==> config.mk <==
export PLATFORM = sky130hd
export DESIGN_NAME = router_vc_fifo
export DESIGN_NICKNAME = d
export VERILOG_FILES = /design/src/rtl/router_vc_fifo.sv
export SDC_FILE = /design/constraint.sdc
export NUM_CORES = 1
export LEC_CHECK = 0
export ABC_AREA = 1
export BUFFER_PORTS_ARGS = -buffer_cell sky130_fd_sc_hd__clkbuf_2
export CORE_ASPECT_RATIO = 0.9
export CORE_MARGIN = 2
export CORE_UTILIZATION = 40
export DETAILED_ROUTE_END_ITERATION = 7
export PLACE_DENSITY = 0.69
export SLEW_MARGIN = 25
export SYNTH_ARGS = -nofsm -noshare
export SYNTH_HDL_FRONTEND = slang
export SYNTH_SLANG_ARGS = --single-unit
export TNS_END_PERCENT = 1
==> constraint.sdc <==
create_clock -name clk -period 5.8 [get_ports clk]
set_input_delay 0.29 -clock clk [delete_from_list [all_inputs] [get_ports clk]]
set_output_delay 0.29 -clock clk [all_outputs]
set_load 0.005 [all_outputs]
==> src/rtl/router_vc_fifo.sv <==
`default_nettype none
// ============================================================================
// Module   : router_vc_fifo
// Purpose  : Multi-virtual-channel input buffer. NumVc independent circular
//            FIFOs of Depth entries, one write and one read port each steered
//            by a VC index. Provides an optional zero-latency bypass,
//            per-VC occupancy, empty/full/almost-full flags for credit
//            generation, and a sticky overflow error.
// Revision : 1.0 - initial release
// ============================================================================
module router_vc_fifo #(
  parameter int BypassEnable  = 1,
  parameter int NumVc         = 2,
  parameter int Depth         = 4,
  parameter int Width         = 8,
  parameter int AlmostFullThr = 3,
  localparam int VcW          = (NumVc > 1) ? $clog2(NumVc) : 1,
  localparam int CntW         = $clog2(Depth + 1)
) (
  input  logic                    clk,
  input  logic                    rst,
  input  logic                    wrreq,
  input  logic [VcW-1:0]          wr_vc,
  input  logic [Width-1:0]        data_in,
  input  logic                    rdreq,
  input  logic [VcW-1:0]          rd_vc,
  output logic [Width-1:0]        data_out,
  output logic [NumVc-1:0]        empty,
  output logic [NumVc-1:0]        full,
  output logic [NumVc-1:0]        almost_full,
  output logic [NumVc*CntW-1:0]   count,
  output logic                    overflow
);

  localparam int  PtrW    = (Depth > 1) ? $clog2(Depth) : 1;
  localparam logic c_byp  = (BypassEnable != 0);

  // Out-of-range VC indices make the corresponding access a no-op.
  logic w_wr_ok;
  logic w_rd_ok;
  logic w_rd_empty;
  logic w_same_vc;
  logic w_bypass_path;
  logic w_bypass;
  logic w_wr_full;

  // Head-of-queue word of every VC, muxed onto data_out by rd_vc.
  logic [Width-1:0] w_head_data [NumVc];

  assign w_wr_ok       = (int'(wr_vc) < NumVc);
  assign w_rd_ok       = (int'(rd_vc) < NumVc);
  assign w_rd_empty    = w_rd_ok & empty[rd_vc];
  assign w_same_vc     = (wr_vc == rd_vc);
  // The output path switches to data_in whenever the read VC is empty and
  // both ports address it, regardless of whether requests are present.
  assign w_bypass_path = c_byp & w_rd_empty & w_same_vc;
  assign w_bypass      = w_bypass_path & wrreq & rdreq;
  assign w_wr_full     = w_wr_ok & full[wr_vc];

  // Read-side mux: bypass data, else the head entry of the selected VC.
  always_comb begin
    data_out = '0;
    if (w_rd_ok) begin
      data_out = w_head_data[rd_vc];
    end
    if (w_bypass_path) begin
      data_out = data_in;
    end
  end

  // Sticky overflow: any write that addresses a full VC, even when a
  // same-cycle read on that VC frees a slot.
  always_ff @(posedge clk or posedge rst) begin
    if (rst) begin
      overflow <= 1'b0;
    end else if (wrreq && w_wr_full) begin
      overflow <= 1'b1;
    end
  end

  generate
    for (genvar v = 0; v < NumVc; v++) begin : g_vc
      logic [PtrW-1:0]  r_head;
      logic [PtrW-1:0]  r_tail;
      logic [CntW-1:0]  r_cnt;
      logic [Width-1:0] r_mem [Depth];
      logic             w_do_wr;
      logic             w_do_rd;
      logic [PtrW-1:0]  w_head_nxt;
      logic [PtrW-1:0]  w_tail_nxt;

      // A bypassed write never touches storage; the bypass can only occur
      // on an empty VC, so it never coincides with a valid read here.
      assign w_do_wr = wrreq & w_wr_ok & (wr_vc == VcW'(v)) & ~full[v] & ~w_bypass;
      assign w_do_rd = rdreq & w_rd_ok & (rd_vc == VcW'(v)) & ~empty[v];

      assign w_head_nxt = (r_head == PtrW'(Depth - 1)) ? '0 : r_head + 1'b1;
      assign w_tail_nxt = (r_tail == PtrW'(Depth - 1)) ? '0 : r_tail + 1'b1;

      // Per-VC pointer, occupancy and storage update.
      always_ff @(posedge clk or posedge rst) begin
        if (rst) begin
          r_head <= '0;
          r_tail <= '0;
          r_cnt  <= '0;
          for (int i = 0; i < Depth; i++) begin
            r_mem[i] <= '0;
          end
        end else begin
          if (w_do_wr) begin
            r_mem[r_tail] <= data_in;
            r_tail        <= w_tail_nxt;
          end
          if (w_do_rd) begin
            r_head <= w_head_nxt;
          end
          case ({w_do_wr, w_do_rd})
            2'b10:   r_cnt <= r_cnt + 1'b1;
            2'b01:   r_cnt <= r_cnt - 1'b1;
            default: r_cnt <= r_cnt;
          endcase
        end
      end

      // Status flags depend on registered occupancy only.
      assign w_head_data[v]           = r_mem[r_head];
      assign empty[v]                 = (r_cnt == '0);
      assign full[v]                  = (r_cnt == CntW'(Depth));
      assign almost_full[v]           = (r_cnt >= CntW'(AlmostFullThr));
      assign count[v*CntW +: CntW]    = r_cnt;
    end
  endgenerate

endmodule
`default_nettype wire

==> results of run 1 <==
==> cells in the mapped netlist (all sizes together) <==
| cell | instances |
|---|---|
| nor2 | 33 |
| or2 | 2 |
| buf | 37 |
| nor3 | 6 |
| xnor2 | 2 |
| clkinv | 2 |
| ha | 12 |
| o211ai | 6 |
| a21oi | 8 |
| nand3 | 33 |
| nand2 | 213 |
| fa | 2 |
| clkbuf | 5 |
| inv | 21 |
| nand4 | 64 |
| o21ai | 28 |
| dfrtp | 79 |
| a31oi | 1 |
| xor2 | 2 |
==> area by class of cell <==
class                      instances  share of cell area
tap                              133             0.03428
sequential                        79              0.4072
timing repair buffer              37             0.04046
multi-input combinational        412              0.4289
clock buffer                       9             0.04639
inverter                          23             0.01804
clock inverter                     7             0.02474
==> per-layer routing <==
layer  vias to the layer above  routed length, um  track usage
met5                         -                  0            0
met4                         0                199      0.07659
met3                        17                851      0.03730
met2                       149               4936       0.2782
met1                      1824               5387       0.2983
li1                       1860                  -            -
==> through the flow <==
stage | std cells | area [um2] | setup WS, ns | hold WS [ns]
floorplan | 556 | 4447 | 3.487 | 0.4302
global route | 700 | 4855 | 2.659 | 0.1859
finish | 700 | 4855 | 2.880 | 0.1041
detailed placement | 684 | 4506 | 2.841 | 0.4519
global placement | 684 | 4506 | 2.963 | 0.4489
CTS | 700 | 4851 | 2.898 | 0.2377
==> how the worst max path moves through the flow <==
stage                                 from               end
after floorplan                        rst  g_vc[0].r_cnt[0]
after global placement               rd_vc  g_vc[0].r_cnt[2]
after detailed placement             rd_vc  g_vc[1].r_cnt[2]
after CTS                 g_vc[1].r_cnt[0]  g_vc[1].r_cnt[2]
after global routing      g_vc[0].r_cnt[0]  g_vc[1].r_cnt[2]
final                     g_vc[1].r_cnt[0]  g_vc[1].r_cnt[2]
==> state kept, by name (all words and copies together) (netlist names) <==
register and count:
g_vc.r_mem 64, g_vc.r_cnt 6, g_vc.r_head 4, g_vc.r_tail 4
overflow 1
==> worst register-to-register path: stages (launching register included) <==
cell and delay [ns]:
dfrtp_1 0.46, nor2_1 0.16, nand3_2 0.11, nand2_4 0.18
nand2_4 0.47, nand2_1 0.33, ha_1 0.19, inv_1 0.08
fa_1 0.39, a21oi_1 0.14, o21ai_0 0.13, xor2_1 0.16
==> where the power goes <==
group	switching, mW	internal, mW
Sequential	0.227	0.803
Clock	0.236	0.422
Combinational	0.653	0.374
Total	1.12	1.60
==> cell families after synthesis <==
kind of cell,count (synthesis),share of synthesized area
buffers and inverters,65,0.08835
DFF,79,0.4446
AOI/OAI and AO/OA,43,0.05205
xor gates and xnor gates,4,0.007880
and+or+nand+nor,351,0.3644
adders and majority gates,14,0.04277
==> impl_metrics.yaml, run 1 <==
layout:
  diodes: 0
  layout.area.seq_um2: 1977
  nets: 590
  fin_util: 0.4491
  layout_common_cells: "nand2_1, dfrtp_1, nand4_1, clkbuf_2, nor2_1"
  final_common_cell: "nand2_1"
  syn2layout_area_growth_pct: 9.173
  multi_input_area_um2: 2082
  drive_gt1_frac: 0.1270
  num-fill-cells: 1076
global_routing:
  grt_max_degree: 80
  grt_pass1_vias: 3557
  grt_pass1_wl_mm: 18.55
  track_usage: 0.1976
  gr-total-overflow: 0
  antenna_found_initial: 0
critical_path:
  cp_common_cell: "nand2_4"
  worst_path_max_delay_cell: "nand2_4"
  crit-reg2reg-launch: "g_vc[1].r_cnt[0]"
  cp-start-kind: "register"
  critical_path_class: "reg2reg"
  cp_top_family: "simple AND/OR/NAND/NOR gates"
  cp-end-kind: "register"
  worst-path-buf-inv: 1
  rrSetupSlack_ns: 2.88
  rr_endpoint: "g_vc[1].r_cnt[2]"
  path_depth: 11
  max_stage_delay_ns: 0.47
  critPathArrivalTime_ns: 3.13
  required_ns: 6.01
  crit_fanout: 76
  crit_chain: "nor2_1 -> nand3_2 -> nand2_4 -> nand2_4 -> nand2_1 -> ha_1 -> inv_1 -> fa_1 -> a21oi_1 -> o21ai_0 -> xor2_1"
  r2r_cells: 11
power:
  power-per-cell-area_nw_per_um2: 559.3
  ir_drop_uv: 260.2
  power.leakage_nw: 2.444
  p_total_mw: 2.715
synth:
  yosysTopAreaCellShare: 0.4446
  synth_warnings: 0
  netlist_area_um2: 4447
  avgSynthCellArea_um2: 7.998
  synth-seq-cells: 79
  synth_top_area_cell: "dfrtp_1"
  syn_nets: 584
  yosysUniqueCellTypes: 29
  postSynthCellCount: 556
  synth.area.top_cells: "dfrtp_1, nand2_1, nand4_1"
  yosysSeqAreaShare: 0.4446
timing:
  relSlewSlack: 0.4784
  finalHoldViolCount: 0
  fin_crit_sh: 0.5035
  rsz0062_at_grt: "no"
  drv_slew: 0
  setup_tns_ns: 0
  worstMarginPinSlew_ns: 0.7817
  max_freq_ghz: 0.3424
  skew_ns: 0.007863
  setup_viol: 0
  post-route-min-period_ns: 2.920
detailed_routing:
  wl_mm: 11.38
  vias: 3850
  ant_nets: 0
  drtIter0Drc: 418
  wl_per_cell_um: 16.25
  firstDrtPassIters: 5
  drc_errors: 0
  viasPerCell: 5.500
clocking:
  root_buffer: "clkbuf_16"
  cts_buffer_depth: 2
  clk_latency_ns: 0.34
  cts_setup_buffers: 0
  clkTransAtPathRegs_ns: 0.06
  cts_tree: "done"
  cts_resized: 0
  cts_max_level: 3
  clock-sinks: 79
  hold_buffers: 0
  numCtsBuffers: 9
floorplanning:
  core_um2: 10810
  num_rows: 36
  initial_core_util: 0.4113
  die_x_um: 115.1
  fp.dieArea_um2: 11980
  die_y_um: 104.0
  io-pin-count: 35
outcome:
  status: "complete, no violations"
placed_design:
  place.gp.congestion: 0.8620
  io_buffers: 34
  dp.final_hpwl_mm: 7.413
run:
  maxCapViolations: 0
min_path:
  hp-class: "in2async"
Note: power is estimated with default switching activity, not from simulation.
==> inputs of run 2 (changes only) <==
--- a/config.mk
+++ b/config.mk
@@ -11,7 +11,7 @@
 export CORE_MARGIN = 2
 export CORE_UTILIZATION = 40
 export DETAILED_ROUTE_END_ITERATION = 7
-export PLACE_DENSITY = 0.69
+export PLACE_DENSITY = 0.71
 export SLEW_MARGIN = 25
 export SYNTH_ARGS = -nofsm -noshare
 export SYNTH_HDL_FRONTEND = slang
==> constraint.sdc (replaced) <==
create_clock -name clk -period 2.4 [get_ports clk]
set_input_delay 0.12 -clock clk [delete_from_list [all_inputs] [get_ports clk]]
set_output_delay 0.12 -clock clk [all_outputs]
set_load 0.005 [all_outputs]
==> run 2 against run 1 <==
- largest power group is now combinational logic
- combinational power grew to 2.5 times the previous value
- sequential power grew 130%
- worst hold slack worse by 0.034 ns
- first-iteration DRC count fell by 30%
- non-clock buffer count increased by 9
- total power rose by 130%
==> impl_metrics.yaml, run 2 (synthesis results as in run 1) <==
detailed_routing:
  wl_mm: 10.93
  vias: 3890
  firstDrtPassIters: 5
  ant_nets: 0
  wl_per_cell_um: 15.39
  drtIter0Drc: 292
  viasPerCell: 5.479
  drc_errors: 0
layout:
  final_common_cell: "nand2_1"
  nets: 599
  largest_reg_flops: 64
  drive_gt1_frac: 0.1389
  top_register: "g_vc.r_mem"
  syn2layout_area_growth_pct: 9.623
  layout_common_cells: "nand2_1, dfrtp_1, nand4_1, clkbuf_2, nor2_1"
  fin_area_um2: 4875
  top_regs: "g_vc.r_mem x64, g_vc.r_cnt x6"
critical_path:
  critPathArrivalTime_ns: 2.35
  rrSetupSlack_ns: 0.26
  r2r_cells: 11
  cp-start-kind: "register"
  crit-reg2reg-launch: "g_vc[0].r_cnt[0]"
  rr_endpoint: "g_vc[1].r_cnt[2]"
  crit_fanout: 6
  cp-end-kind: "register"
  critical_path_class: "reg2reg"
  required_ns: 2.61
timing:
  setup_viol: 0
  fin_crit_sh: 0.8915
  max_freq_ghz: 0.4674
  setup_tns_ns: 0
  drv_slew: 0
  relSlewSlack: 0.4392
  skew_ns: 0.008221
  finalHoldViolCount: 0
  worstMarginPinSlew_ns: 0.8403
  post-route-min-period_ns: 2.140
  rsz0062_at_grt: "no"
min_path:
  hold_end: "overflow"
  hold_depth: 3
  hp-class: "in2reg"
  hold_start: "wrreq"
floorplanning:
  die_y_um: 104.0
  fp.dieArea_um2: 11980
  io-pin-count: 35
  initial_core_util: 0.4113
  core_um2: 10810
  num_rows: 36
  die_x_um: 115.1
global_routing:
  antenna_found_initial: 1
  grt_pass1_vias: 3868
  grt_pass1_wl_mm: 18.73
  gr-total-overflow: 0
  grt_max_degree: 47
  track_usage: 0.1944
clocking:
  cts_resized: 0
  clkTransAtPathRegs_ns: 0.06
  root_buffer: "clkbuf_16"
  clock-sinks: 79
  cts_buffer_depth: 2
  clk_latency_ns: 0.34
  cts_tree: "done"
  hold_buffers: 0
  cts_max_level: 3
  numCtsBuffers: 9
  cts_setup_buffers: 0
placed_design:
  place.gp.congestion: 0.7887
  dp.final_hpwl_mm: 7.587
  dpl_cell_area_um2: 4577
  io_buffers: 34
run:
  maxCapViolations: 0
power:
  clockPowerShare: 0.208
  pwr-share-seq: 0.376
  p_int_mw: 3.619
  switching_share: 0.4218
  power-per-cell-area_nw_per_um2: 1284
  ir_drop_uv: 642.5
  comb_power_share: 0.416
  power.leakage_nw: 2.456
  switchingPower_mw: 2.640
outcome:
  status: "complete, no violations"
==> run 2: cell types whose count changed in the layout (fill, tap and decap cells not counted) <==
cell | previous run | this run
clkbuf_8 | 0 | 1
buf_6 | 1 | 0
clkinvlp_4 | 1 | 3
diode_2 | 0 | 1
bufinv_16 | 3 | 0
buf_4 | 2 | 10
buf_12 | 0 | 1
dlygate4sd3_1 | 0 | 1
==> run 2: final cells by class <==
class	count	area, um2
fill	1058	5936
multi-input combinational	412	2082
sequential	79	1977
timing repair buffer	46	275.3
clock buffer	10	239.0
tap	133	166.4
inverter	23	87.58
clock inverter	6	45.04
antenna	1	2.502
==> run 2: critical path, cell delays in order (launching register included) <==
cell and delay (ns):
dfrtp_1 0.45, nor2_1 0.16, nand3_2 0.10, nand2_4 0.09, nand2_4 0.05, nand2_1 0.12
ha_1 0.16, inv_1 0.07, fa_1 0.38, a21oi_1 0.15, o21ai_0 0.12, xor2_1 0.16
==> run 2: power by group through the flow <==
stage | registers, mW | logic (mW) | clock network, mW
after floorplan | 2.27 | 1.92 | 0
after global placement | 2.34 | 2.52 | 0
after detailed placement | 2.37 | 2.59 | 0
after CTS | 2.35 | 2.61 | 1.32
after global routing | 2.44 | 3.00 | 1.37
final | 2.35 | 2.60 | 1.30
==> run 2: metrics by stage <==
stage / hold WS [ns] / std cells / total power, mW / setup WS [ns] / util
after global routing: 0.08356 / 709 / 6.800 / 0.02983 / 0.4507
after detailed placement: 0.4086 / 692 / 4.960 / 0.2567 / 0.4234
after floorplan: 0.2602 / 556 / 4.185 / 0.2559 / -
final: 0.07035 / 710 / 6.258 / 0.2603 / 0.4509
after global placement: 0.3962 / 692 / 4.855 / 0.3333 / 0.4234
after CTS: 0.04801 / 708 / 6.272 / 0.2350 / 0.4497
==> run 2: metal layers <==
layer	routed length, um	vias to the layer above	track usage
met5	16	-	0
met1	4916	1843	0.2653
met4	125	2	0.05680
li1	-	1879	-
met3	953	16	0.05769
met2	4918	150	0.2992
==> run 2: how the worst max path moves through the flow <==
stage,from,to,slack (ns),cells past startpoint
after global routing,g_vc[1].r_cnt[0],g_vc[1].r_cnt[2],0.03,11
after detailed placement,g_vc[0].r_cnt[0],g_vc[1].r_cnt[2],0.26,11
after global placement,g_vc[1].r_cnt[0],g_vc[1].r_cnt[2],0.33,11
after CTS,g_vc[0].r_cnt[0],g_vc[1].r_cnt[2],0.23,11
final,g_vc[0].r_cnt[0],g_vc[1].r_cnt[2],0.26,11
after floorplan,rst,g_vc[0].r_cnt[0],0.26,1
==> inputs of run 3 (changes only) <==
--- a/config.mk
+++ b/config.mk
@@ -11,7 +11,7 @@
 export CORE_MARGIN = 2
 export CORE_UTILIZATION = 40
 export DETAILED_ROUTE_END_ITERATION = 7
-export PLACE_DENSITY = 0.71
+export PLACE_DENSITY = 0.69
 export SLEW_MARGIN = 25
 export SYNTH_ARGS = -nofsm -noshare
 export SYNTH_HDL_FRONTEND = slang
==> constraint.sdc (replaced) <==
create_clock -name clk -period 2.6 [get_ports clk]
set_input_delay 0.13 -clock clk [delete_from_list [all_inputs] [get_ports clk]]
set_output_delay 0.13 -clock clk [all_outputs]
set_load 0.005 [all_outputs]
==> run 3 against run 2 <==
- first-iteration DRC count increased by 23%
- wire length is 9.1% higher
- cell count decreased by 0.56%
- non-clock buffer count fell by 3
- die area did not move
- combinational power decreased by 5%
- fmax down 5.1%
- design area about the same
==> impl_metrics.yaml, run 3 (synthesis results as in run 1) <==
outcome:
  status: "complete, no violations"
placed_design:
  dp.final_hpwl_mm: 7.852
  place.gp.congestion: 0.9358
  io_buffers: 34
timing:
  skew_ns: 0.007607
  rsz0062_at_grt: "no"
  max_freq_ghz: 0.4437
  setup_viol: 0
  whs_ns: 0.08220
  setup_tns_ns: 0
  post-route-min-period_ns: 2.254
  fin_crit_sh: 0.8669
  finalHoldViolCount: 0
  drv_slew: 0
  relSlewSlack: 0.5652
  worstMarginPinSlew_ns: 0.6514
layout:
  final_common_cell: "nand2_1"
  layout_common_cells: "nand2_1, dfrtp_1, nand4_1, clkbuf_2, nor2_1"
  fin_util: 0.4512
  diodes: 0
  largest_reg_flops: 64
  syn2layout_area_growth_pct: 9.679
  nets: 596
  top_register: "g_vc.r_mem"
  top_regs: "g_vc.r_mem x64, g_vc.r_cnt x6"
  drive_gt1_frac: 0.1326
global_routing:
  busiest_layer: "met1"
  antenna_found_initial: 0
  gr-total-overflow: 0
  track_usage: 0.2121
  grt_pass1_vias: 3748
  grt_pass1_wl_mm: 19.69
  grt_use_met1: 0.3276
  grt_use_met3: 0.04138
  grt_max_degree: 38
  gr-usage-met2: 0.2903
detailed_routing:
  firstDrtPassIters: 5
  ant_nets: 0
  wl_mm: 11.93
  wl_per_cell_um: 16.89
  drtIter0Drc: 358
  vias: 3987
  viasPerCell: 5.647
  drc_errors: 0
critical_path:
  required_ns: 2.81
  cp-end-kind: "register"
  cp_common_cell: "nand2_4"
  cp-start-kind: "register"
  worst_path_max_delay_cell: "dfrtp_1"
  max_stage_delay_ns: 0.45
  critical_path_class: "reg2reg"
  critPathArrivalTime_ns: 2.47
  crit_fanout: 16
  crit_chain: "nor2_1 -> nand3_2 -> nand2_4 -> nand2_4 -> nand2_1 -> ha_1 -> inv_1 -> fa_1 -> a21oi_1 -> o21ai_0 -> xor2_1"
clocking:
  cts_max_level: 3
  root_buffer: "clkbuf_16"
  cts_resized: 0
  clk_latency_ns: 0.34
  clkTransAtPathRegs_ns: 0.06
  clock-sinks: 79
  cts_setup_buffers: 0
  cts_tree: "done"
  cts_buffer_depth: 2
  numCtsBuffers: 9
run:
  maxCapViolations: 0
min_path:
  hp-class: "in2reg"
power:
  power-per-cell-area_nw_per_um2: 1239
  power.leakage_nw: 2.460
  ir_drop_uv: 646.8
floorplanning:
  fp.dieArea_um2: 11980
  num_rows: 36
  die_y_um: 104.0
  initial_core_util: 0.4113
  core_um2: 10810
  io-pin-count: 35
  die_x_um: 115.1
[run 3: changes by cell type in the layout (fill, tap and decap cells not counted)]
cell	previous run	this run
diode_2	1	0
buf_12	1	0
bufinv_16	0	2
clkinvlp_4	3	1
buf_4	10	8
clkbuf_1	0	1
inv_6	1	0
[run 3: layout make-up]
type / instances / area [um2]
fill: 1074 / 5933
multi-input combinational: 412 / 2082
clock inverter: 5 / 81.33
sequential: 79 / 1977
tap: 133 / 166.4
inverter: 23 / 87.58
timing repair buffer: 43 / 240.2
clock buffer: 11 / 242.7
[run 3: metal layers]
layer / up-vias / wire length [um] / share of wire
met4: 0 / 256 / 0.021
li1: 1865 / - / -
met1: 1905 / 5579 / 0.47
met5: - / 0 / 0
met3: 20 / 930 / 0.078
met2: 197 / 5160 / 0.43
[run 3: what timing repair did]
| action | in CTS | in global routing |
|---|---|---|
| hold endpoints to repair | 35 | 0 |
| endpoints found under the setup margin | 0 | 0 |
| hold buffers | 1 | 0 |
[run 3: final timing paths]
path,from,endpoint,slack (ns),cells after the start
max reg2reg,g_vc[1].r_cnt[0],g_vc[1].r_cnt[2],0.35,11
max,g_vc[1].r_cnt[0],g_vc[1].r_cnt[2],0.35,11
min in group asynchronous,rst,g_vc[0].r_tail[1],0.40,3
min reg2reg,g_vc[1].r_mem[21],g_vc[1].r_mem[21],0.47,2
min,wrreq,overflow,0.08,3
max in group asynchronous,rst,g_vc[1].r_mem[12],1.41,4
[run 3: metrics by stage]
stage                     cells  cell area (um2)  setup slack, ns  total power, mW
after floorplan             556             4447           0.4466            3.863
after global placement      689             4543           0.4118            4.571
after detailed placement    689             4543           0.3687            4.638
after CTS                   706             4877           0.3487            6.029
after global routing        706             4877           0.1496            6.511
final                       706             4877           0.3462            6.044
[run 3: critical path: cells and delay by family (launching register included)]
family,cells,cell delay [ns]
and+or+nand+nor,5,0.66
DFF,1,0.45
buffers and inverters,1,0.06
adders and majority gates,2,0.54
AOI/OAI and AO/OA,2,0.26
xor gates and xnor gates,1,0.16
[run 3: where the power goes]
part           internal, mW  switching [mW]
clock network         0.867           0.502
registers              1.79           0.409
logic                 0.856            1.62
